### src/rtl/alu_pkg.sv
// alu_pkg: opcode encoding and command type shared by the ALU and its command front end
package alu_pkg;
   localparam logic [2:0] OP_ADD = 3'd0;
   localparam logic [2:0] OP_SUB = 3'd1;
   localparam logic [2:0] OP_AND = 3'd2;
   localparam logic [2:0] OP_OR  = 3'd3;
   localparam logic [2:0] OP_XOR = 3'd4;
   localparam logic [2:0] OP_SHR = 3'd5;
   localparam logic [2:0] OP_SHL = 3'd6;
   localparam logic [2:0] OP_GT  = 3'd7;
   typedef struct packed {
      logic [3:0] a;
      logic [3:0] b;
      logic [2:0] op;
   } alu_cmd_t;
endpackage

### src/rtl/alu_cmd_issue_if.sv
// alu_cmd_issue_if: command, ALU and result handshake bundle of alu_cmd_issue
interface alu_cmd_issue_if #(parameter int DEPTH = 4);
   logic                   cmd_valid;
   logic                   cmd_ready;
   logic [3:0]             cmd_a;
   logic [3:0]             cmd_b;
   logic [2:0]             cmd_op;
   logic [3:0]             alu_a;
   logic [3:0]             alu_b;
   logic [2:0]             alu_op;
   logic [7:0]             alu_result;
   logic                   res_valid;
   logic                   res_ready;
   logic [7:0]             res_data;
   logic [2:0]             res_op;
   logic [$clog2(DEPTH):0] count;
   modport master (
      output cmd_valid, cmd_a, cmd_b, cmd_op, alu_result, res_ready,
      input  cmd_ready, alu_a, alu_b, alu_op, res_valid, res_data, res_op, count
   );
   modport slave (
      input  cmd_valid, cmd_a, cmd_b, cmd_op, alu_result, res_ready,
      output cmd_ready, alu_a, alu_b, alu_op, res_valid, res_data, res_op, count
   );
endinterface

### src/rtl/alu_cmd_fifo.sv
// alu_cmd_fifo: synchronous command FIFO; head reads as zero when empty
module alu_cmd_fifo
   import alu_pkg::*;
#(parameter int DEPTH = 4)
(
   input  logic                   clk,
   input  logic                   rst,
   input  logic                   push,
   input  alu_cmd_t               din,
   input  logic                   pop,
   output logic                   full,
   output logic                   empty,
   output logic [$clog2(DEPTH):0] count,
   output alu_cmd_t               head
);
   localparam int AW = $clog2(DEPTH);
   localparam int CW = AW + 1;
   alu_cmd_t mem [DEPTH];
   logic [AW-1:0] wp, rp;
   logic wr, rd;
   assign full  = count == CW'(DEPTH);
   assign empty = count == '0;
   assign wr    = push && !full;
   assign rd    = pop && !empty;
   assign head  = empty ? '0 : mem[rp];
   always_ff @(posedge clk)
      if (wr) mem[wp] <= din;
   always_ff @(posedge clk) begin
      if (rst) begin
         wp    <= '0;
         rp    <= '0;
         count <= '0;
      end else begin
         wp    <= wr ? wp + AW'(1) : wp;
         rp    <= rd ? rp + AW'(1) : rp;
         count <= count + CW'(wr) - CW'(rd);
      end
   end
endmodule

### src/rtl/alu_cmd_issue.sv
// alu_cmd_issue: buffers ALU commands, issues one at a time, captures result with its opcode
module alu_cmd_issue
   import alu_pkg::*;
#(parameter int DEPTH = 4)
(
   input logic           clk,
   input logic           rst,
   alu_cmd_issue_if.slave bus
);
   alu_cmd_t   head, din;
   logic       full, empty, issue, inflight;
   logic [2:0] inflight_op;
   assign din = '{a: bus.cmd_a, b: bus.cmd_b, op: bus.cmd_op};
   alu_cmd_fifo #(.DEPTH(DEPTH)) fifo (
      .clk(clk), .rst(rst), .push(bus.cmd_valid), .din(din), .pop(issue),
      .full(full), .empty(empty), .count(bus.count), .head(head)
   );
   assign bus.cmd_ready = !full;
   assign bus.alu_a     = head.a;
   assign bus.alu_b     = head.b;
   assign bus.alu_op    = head.op;
   // one command in flight at most, and never over an unconsumed result
   assign issue = !empty && !inflight && (!bus.res_valid || bus.res_ready);
   always_ff @(posedge clk) begin
      if (rst) begin
         inflight      <= 1'b0;
         inflight_op   <= 3'd0;
         bus.res_valid <= 1'b0;
         bus.res_data  <= 8'd0;
         bus.res_op    <= 3'd0;
      end else begin
         inflight <= issue;
         if (issue) inflight_op <= head.op;
         if (inflight) begin
            bus.res_valid <= 1'b1;
            bus.res_data  <= bus.alu_result;
            bus.res_op    <= inflight_op;
         end else if (bus.res_ready) begin
            bus.res_valid <= 1'b0;
         end
      end
   end
endmodule

### src/flat_wrapper.sv
// flat-port wrapper written by rule: the top's interface ports become plain ports
module alu_cmd_issue_flat import alu_pkg::*;
#(parameter int DEPTH = 4)
  (clk, rst, bus_cmd_valid, bus_cmd_a, bus_cmd_b, bus_cmd_op, bus_alu_result, bus_res_ready, bus_cmd_ready, bus_alu_a, bus_alu_b, bus_alu_op, bus_res_valid, bus_res_data, bus_res_op, bus_count);
  alu_cmd_issue_if #(.DEPTH(DEPTH)) bus_i ();
  input logic clk;
  input logic rst;
  input wire logic [$bits(bus_i.cmd_valid)-1:0] bus_cmd_valid;
  input wire logic [$bits(bus_i.cmd_a)-1:0] bus_cmd_a;
  input wire logic [$bits(bus_i.cmd_b)-1:0] bus_cmd_b;
  input wire logic [$bits(bus_i.cmd_op)-1:0] bus_cmd_op;
  input wire logic [$bits(bus_i.alu_result)-1:0] bus_alu_result;
  input wire logic [$bits(bus_i.res_ready)-1:0] bus_res_ready;
  output wire logic [$bits(bus_i.cmd_ready)-1:0] bus_cmd_ready;
  output wire logic [$bits(bus_i.alu_a)-1:0] bus_alu_a;
  output wire logic [$bits(bus_i.alu_b)-1:0] bus_alu_b;
  output wire logic [$bits(bus_i.alu_op)-1:0] bus_alu_op;
  output wire logic [$bits(bus_i.res_valid)-1:0] bus_res_valid;
  output wire logic [$bits(bus_i.res_data)-1:0] bus_res_data;
  output wire logic [$bits(bus_i.res_op)-1:0] bus_res_op;
  output wire logic [$bits(bus_i.count)-1:0] bus_count;
  assign bus_i.cmd_valid = bus_cmd_valid;
  assign bus_i.cmd_a = bus_cmd_a;
  assign bus_i.cmd_b = bus_cmd_b;
  assign bus_i.cmd_op = bus_cmd_op;
  assign bus_i.alu_result = bus_alu_result;
  assign bus_i.res_ready = bus_res_ready;
  assign bus_cmd_ready = bus_i.cmd_ready;
  assign bus_alu_a = bus_i.alu_a;
  assign bus_alu_b = bus_i.alu_b;
  assign bus_alu_op = bus_i.alu_op;
  assign bus_res_valid = bus_i.res_valid;
  assign bus_res_data = bus_i.res_data;
  assign bus_res_op = bus_i.res_op;
  assign bus_count = bus_i.count;
  alu_cmd_issue #(.DEPTH(DEPTH)) u_core (.clk(clk), .rst(rst), .bus(bus_i));
endmodule
### config.mk
export PLATFORM = sky130hd
export DESIGN_NAME = alu_cmd_issue_flat
export DESIGN_NICKNAME = d
export VERILOG_FILES = /design/src/rtl/alu_pkg.sv /design/src/rtl/alu_cmd_issue_if.sv /design/src/rtl/alu_cmd_fifo.sv /design/src/rtl/alu_cmd_issue.sv /design/src/flat_wrapper.sv
export SDC_FILE = /design/constraint.sdc
export NUM_CORES = 1
export LEC_CHECK = 0
export ABC_CLOCK_PERIOD_IN_PS = 2070
export CORE_MARGIN = 1
export CORE_UTILIZATION = 46
export DETAILED_ROUTE_END_ITERATION = 12
export PLACE_DENSITY = 0.74
export SYNTH_ARGS = -nofsm -noshare
export SYNTH_HDL_FRONTEND = slang
export SYNTH_SLANG_ARGS = --single-unit
### constraint.sdc
create_clock -name clk -period 2.07 [get_ports clk]
set_input_delay 0.414 -clock clk [delete_from_list [all_inputs] [get_ports clk]]
set_output_delay 0.414 -clock clk [all_outputs]
set_load 0.005 [all_outputs]
## Word level (Yosys, flattened, before mapping)

Memories as Yosys holds them, arrays and structs flattened. A register that Yosys moved wholly into a read port is not among the register bits.
Cells that the tools add are included.

- Bits in registers: 23
- Bits in writable memories: 44
- Output and inout bits: 27
- Memories: 1

Memories:

| memory | depth | width | rd ports | clocked after Yosys merged registers in | write ports | line | source |
|---|---|---|---|---|---|---|---|
| u_core.fifo.mem | 4 | 11 | 1 | 1 | 1 | alu_cmd_fifo.sv:18 | `alu_cmd_t mem [DEPTH];` |

- Add/sub/neg operators: 4
- Equal/unequal tests: 1
- Mux-type cells: 7
- Reductions and logical operators: 11

Operators by type and width:

| operator | number |
|---|---|
| $mux W11 | 1 |
| $add A2 B1 Y2 const B | 2 |
| $logic_and A1 B1 Y1 | 4 |
| $logic_not A1 Y1 | 4 |
| $mux W1 | 4 |
| $mux W2 | 2 |
| $add A3 B1 Y3 | 1 |
| $eq A3 B3 Y1 const B | 1 |
| $logic_not A3 Y1 | 1 |
| $sub A3 B1 Y3 | 1 |
| $reduce_bool A2 Y1 | 1 |
| $logic_or A1 B1 Y1 | 1 |

## Logic depth before layout (Yosys ltp)

- Word-level depth: 7
- Mapped depth: 10
- Depth with buffers taken out: 9

## Modules after synthesis

Synthesis repeated with hierarchy kept, for this count alone.

- Cells, all modules: 177
- Area total of the unflattened synthesis: 2768.9 um^2

Modules (own cells, without submodules):

| module | times used | cells an instance | area an instance (um^2) | seq. area each (um^2) |
|---|---|---|---|---|
| alu_cmd_fifo | 1 | 120 | 2154.6 | 1501.4 |
| alu_cmd_issue | 1 | 57 | 614.3 | 320.3 |

## Worst setup path before layout

No wires, ideal clock.

- Path type: register -> register
- Start: register u_core.fifo.count[1]
- End: register u_core.fifo.count[2]
- Setup time: 0.117 ns
- Data arrival time: 2.036 ns
- Data required time: 1.953 ns
- Slack: -0.083 ns
- Stages on the path, launching flop included: 10
- Buffers on the path: 0
- Clock period less this slack: 2.153 ns
- Path through: dfxtp_1 -> nor3_1 -> nor3_1 -> ha_1 -> inv_1 -> ha_1 -> fa_1 -> xnor2_1 -> xnor2_1 -> nor2_1

- Longest elaborated chain between the ends: 6

Ends and longest elaborated chain:

| what | line | source |
|---|---|---|
| start, declared | alu_cmd_fifo.sv:13 | `output logic [$clog2(DEPTH):0] count,` |
| start signal, assigned | alu_cmd_fifo.sv:36 | `count <= count + CW'(wr) - CW'(rd);` |
| $logic_not A3 Y1 (*) | alu_cmd_fifo.sv:22 | `assign empty = count == '0;` |
| $logic_not A1 Y1 (*) | alu_cmd_fifo.sv:24, alu_cmd_issue.sv:23 |  |
| $logic_and A1 B1 Y1 (2 in series) | alu_cmd_issue.sv:23 | `assign issue = !empty && !inflight && (!bus.res_valid \|\| bus.res_ready);` |
| $logic_and A1 B1 Y1 (*) | alu_cmd_fifo.sv:24 | `assign rd = pop && !empty;` |
| net u_core.fifo.rd | alu_cmd_fifo.sv:20 | `logic wr, rd;` |
| $sub A3 B1 Y3 (*) | alu_cmd_fifo.sv:36 |  |

Mark *: on every way through the listed nets, which the timed path passes. The rest lies on a longest branch.
A chain may end at the register's enable or synchronous reset.

==> results.py <==
metrics = {
    "status": {
        "run_status": "finished, final reports clean",
    },
    "setup_path": {
        "crit_chain": "buf_12, buf_6, mux4_2, and2_4, buf_6",
        "cp.depth": 5,
        "crit_top_cell": "buf_6",
        "crit_arrival_ns": 1.65,
        "criticalPathCategory": "reg2out",
        "cpPeakStageDelay_ns": 0.50,
        "worstPathMaxFanout": 5,
        "cp_num_buf_inv": 3,
        "ff2ff_path_depth": 9,
        "worst_path_max_delay_cell": "mux4_2",
        "critPathRequiredTime_ns": 1.66,
        "cp_top_family": "multiplexers",
        "cp-start-kind": "flip-flop",
        "cp-end-kind": "primary output",
        "reg2reg_slack_ns": 0.08,
    },
    "sta": {
        "setup_viol_count_final": 0,
        "tightest_slew_ns": 0.461,
        "hold_violations": 0,
        "slew-limit-headroom": 0.690,
        "fmax_mhz": 484,
        "finalCriticalPeriod_ns": 2.07,
        "final.setup.tns_ns": 0,
        "worst_slack_ns": 0.00487,
        "finClkSkew_ns": 0.0106,
        "fin_crit_sh": 0.998,
        "slew_violations": 0,
        "rsz0062_at_grt": "yes",
    },
    "logic_synthesis": {
        "synthArstFlopShare": 0,
        "synth_enable_flop_cells": 44,
        "synth_area_leaders": "edfxtp_1, dfxtp_1, mux4_2",
        "ys.flop_type": "edfxtp_1",
        "synth_seq_cells": 69,
        "synth.distinct_cells": 30,
        "syn_nets": 203,
        "netlist_top_cells_count": "edfxtp_1, dfxtp_1, nor2_1",
        "syn_area_mm2": 0.00272,
        "synth_most_common_cell": "edfxtp_1",
        "syn_inst": 173,
        "synth_top_cell_area_share": 0.486,
        "ys_warn_count": 0,
        "seq_area_frac_synth": 0.670,
        "yosys.area.top_type": "edfxtp_1",
        "synth_area_per_cell_um2": 15.7,
    },
    "routing": {
        "wl_per_cell_um": 15.1,
        "drtIter0Drc": 97,
        "ant_nets": 0,
        "routed_wl_mm": 4.86,
        "drc_errors": 0,
        "num_vias": 1603,
        "first_pass_iters": 4,
        "viasPerCell": 4.99,
    },
    "worst_hold_path": {
        "hold_class": "reg2reg",
        "min_path_cells": 2,
    },
    "global_routing": {
        "grtUsageTotal": 0.172,
        "antenna_found_initial": 0,
        "gr-total-overflow": 0,
        "grt_max_degree": 16,
        "first_global_vias": 1597,
        "grt_pass1_wl_mm": 7.89,
    },
    "run": {
        "cap_viol_max_count": 0,
    },
    "floorplan": {
        "dieArea_mm2": 0.00622,
        "ios": 50,
        "rows": 27,
        "fp.coreArea_mm2": 0.00561,
        "initial_core_util": 0.485,
        "die_h_um": 78.9,
        "die_x_um": 78.9,
    },
    "final_layout": {
        "area_growth_pct": 34.7,
        "drive_gt1_frac": 0.317,
        "final_cells": 321,
        "fin_nets": 274,
        "n_antenna_cell": 0,
        "final_util": 0.653,
    },
    "clock_network": {
        "clock_path_buffers": 2,
        "clkTransAtPathRegs_ns": 0.06,
        "h-tree-depth": 3,
        "cts_root_buf": "clkbuf_8",
        "tritoncts": "built",
        "cts.sinks": 69,
        "insertion_delay_ns": 0.32,
        "numCtsBuffers": 9,
    },
    "power": {
        "switching_share": 0.272,
        "seqPwrFrac": 0.389,
        "powerDensity_mw_per_mm2": 1280,
        "p_int_w": 0.00340,
        "comb_power_share": 0.403,
        "total_power_w": 0.00467,
        "p_clk_frac": 0.208,
        "p_sw_w": 0.00127,
        "peakVddDrop_mv": 0.585,
        "cellLeakagePower_nw": 1.34,
    },
    "placed_design": {
        "dpl.hpwl_mm": 3.24,
        "post-place-cells": 299,
        "portBuffers": 49,
        "dp_slack_ns": -0.339,
        "gp_congestion": 0.730,
    },
}
## logic make-up after synthesis
kind of cell	count (synthesis)	synth area share
muxes	23	0.136
AOI/OAI and AO/OA	11	0.0272
DFF	69	0.670
buffers and inverters	15	0.0281
xor gates and xnor gates	2	0.00645
and+or+nand+nor	46	0.0971
adders and majority gates	7	0.0350
## cell type report
type | count | area (um2)
tap | 72 | 90.1
fill | 418 | 1950
multi-input combinational | 89 | 868
timing repair buffer | 69 | 667
clock buffer | 14 | 173
sequential | 69 | 1830
clock inverter | 2 | 8.76
inverter | 6 | 22.5
## worst paths after layout
| kind | to | startpoint |
|---|---|---|
| max | bus_alu_op[2] | flip-flop |
| min | u_core.inflight_op[0] | u_core.inflight_op[0] |
| max reg2reg | u_core.fifo.count[2] | u_core.fifo.count[2] |
| min reg2reg | u_core.inflight_op[0] | u_core.inflight_op[0] |
## worst reg2reg max path: stages, from the launching register on
cell and delay [ns]:
dfxtp_4 0.38, or3b_4 0.39, nand2_1 0.08, ha_1 0.12
inv_1 0.03, ha_1 0.18, fa_2 0.35, xnor2_2 0.14
xnor2_1 0.16, nor2_1 0.05
## layout by cell type, fill, tap and decap left out, drive strengths merged, types with 2 or more instances in the layout
cell	synthesis	routed
edfxtp	44	44
clkdlybuf4s50	0	37
buf	8	30
dfxtp	25	25
clkbuf	1	15
nor2	13	13
mux4	11	11
mux2i	11	11
and2	11	11
inv	6	6
ha	6	6
a21oi	5	5
and3	4	4
nand2b	4	4
nor2b	4	4
o2bb2ai	3	3
nor3	2	2
a21o	2	2
nand3	2	2
xnor2	2	2
clkinv	0	2
## power by group through the flow
stage | sequential [W] | clock (W) | combinational, W
2_1_floorplan | 0.00181 | 0 | 0.000912
3_5_place_dp | 0.00182 | 0 | 0.00165
3_3_place_gp | 0.00181 | 0 | 0.00162
5_1_grt | 0.00184 | 0.00105 | 0.00205
6_report | 0.00182 | 0.000973 | 0.00188
4_1_cts | 0.00181 | 0.000999 | 0.00192
## metal layers
metal / GRT usage / wire [um]
met2: 0.283 / 2320
met1: 0.213 / 2270
met3: 0.0414 / 197
met5: 0 / 0
met4: 0.0836 / 63
## sequential cells by signal, indices dropped and copies added, names as in the netlist, named ones only
register and cells:
u_core.bus.res_valid 1, u_core.inflight 1, u_core.inflight_op 3, u_core.bus.res_data 8, u_core.fifo.rp 2, u_core.bus.res_op 3, u_core.fifo.mem 44, u_core.fifo.count 3
u_core.fifo.wp 2
## timing repair
item                                    in CTS  in global routing
resized for setup                           63                  5
gates cloned                                 1                  0
pin swaps                                   11                  1
hold buffers                                 0                  0
buffers inserted                             5                  1
endpoints found under the setup margin      13                 12
## through the flow
stage | area, um2 | hold slack [ns]
final | 3660 | 0.478
after global routing | 3660 | 0.518
after CTS | 3660 | 0.478
after detailed placement | 3370 | 0.467
after global placement | 3370 | 0.466
after floorplan | 2730 | 0.455
Power figures use the tool's default switching activity.
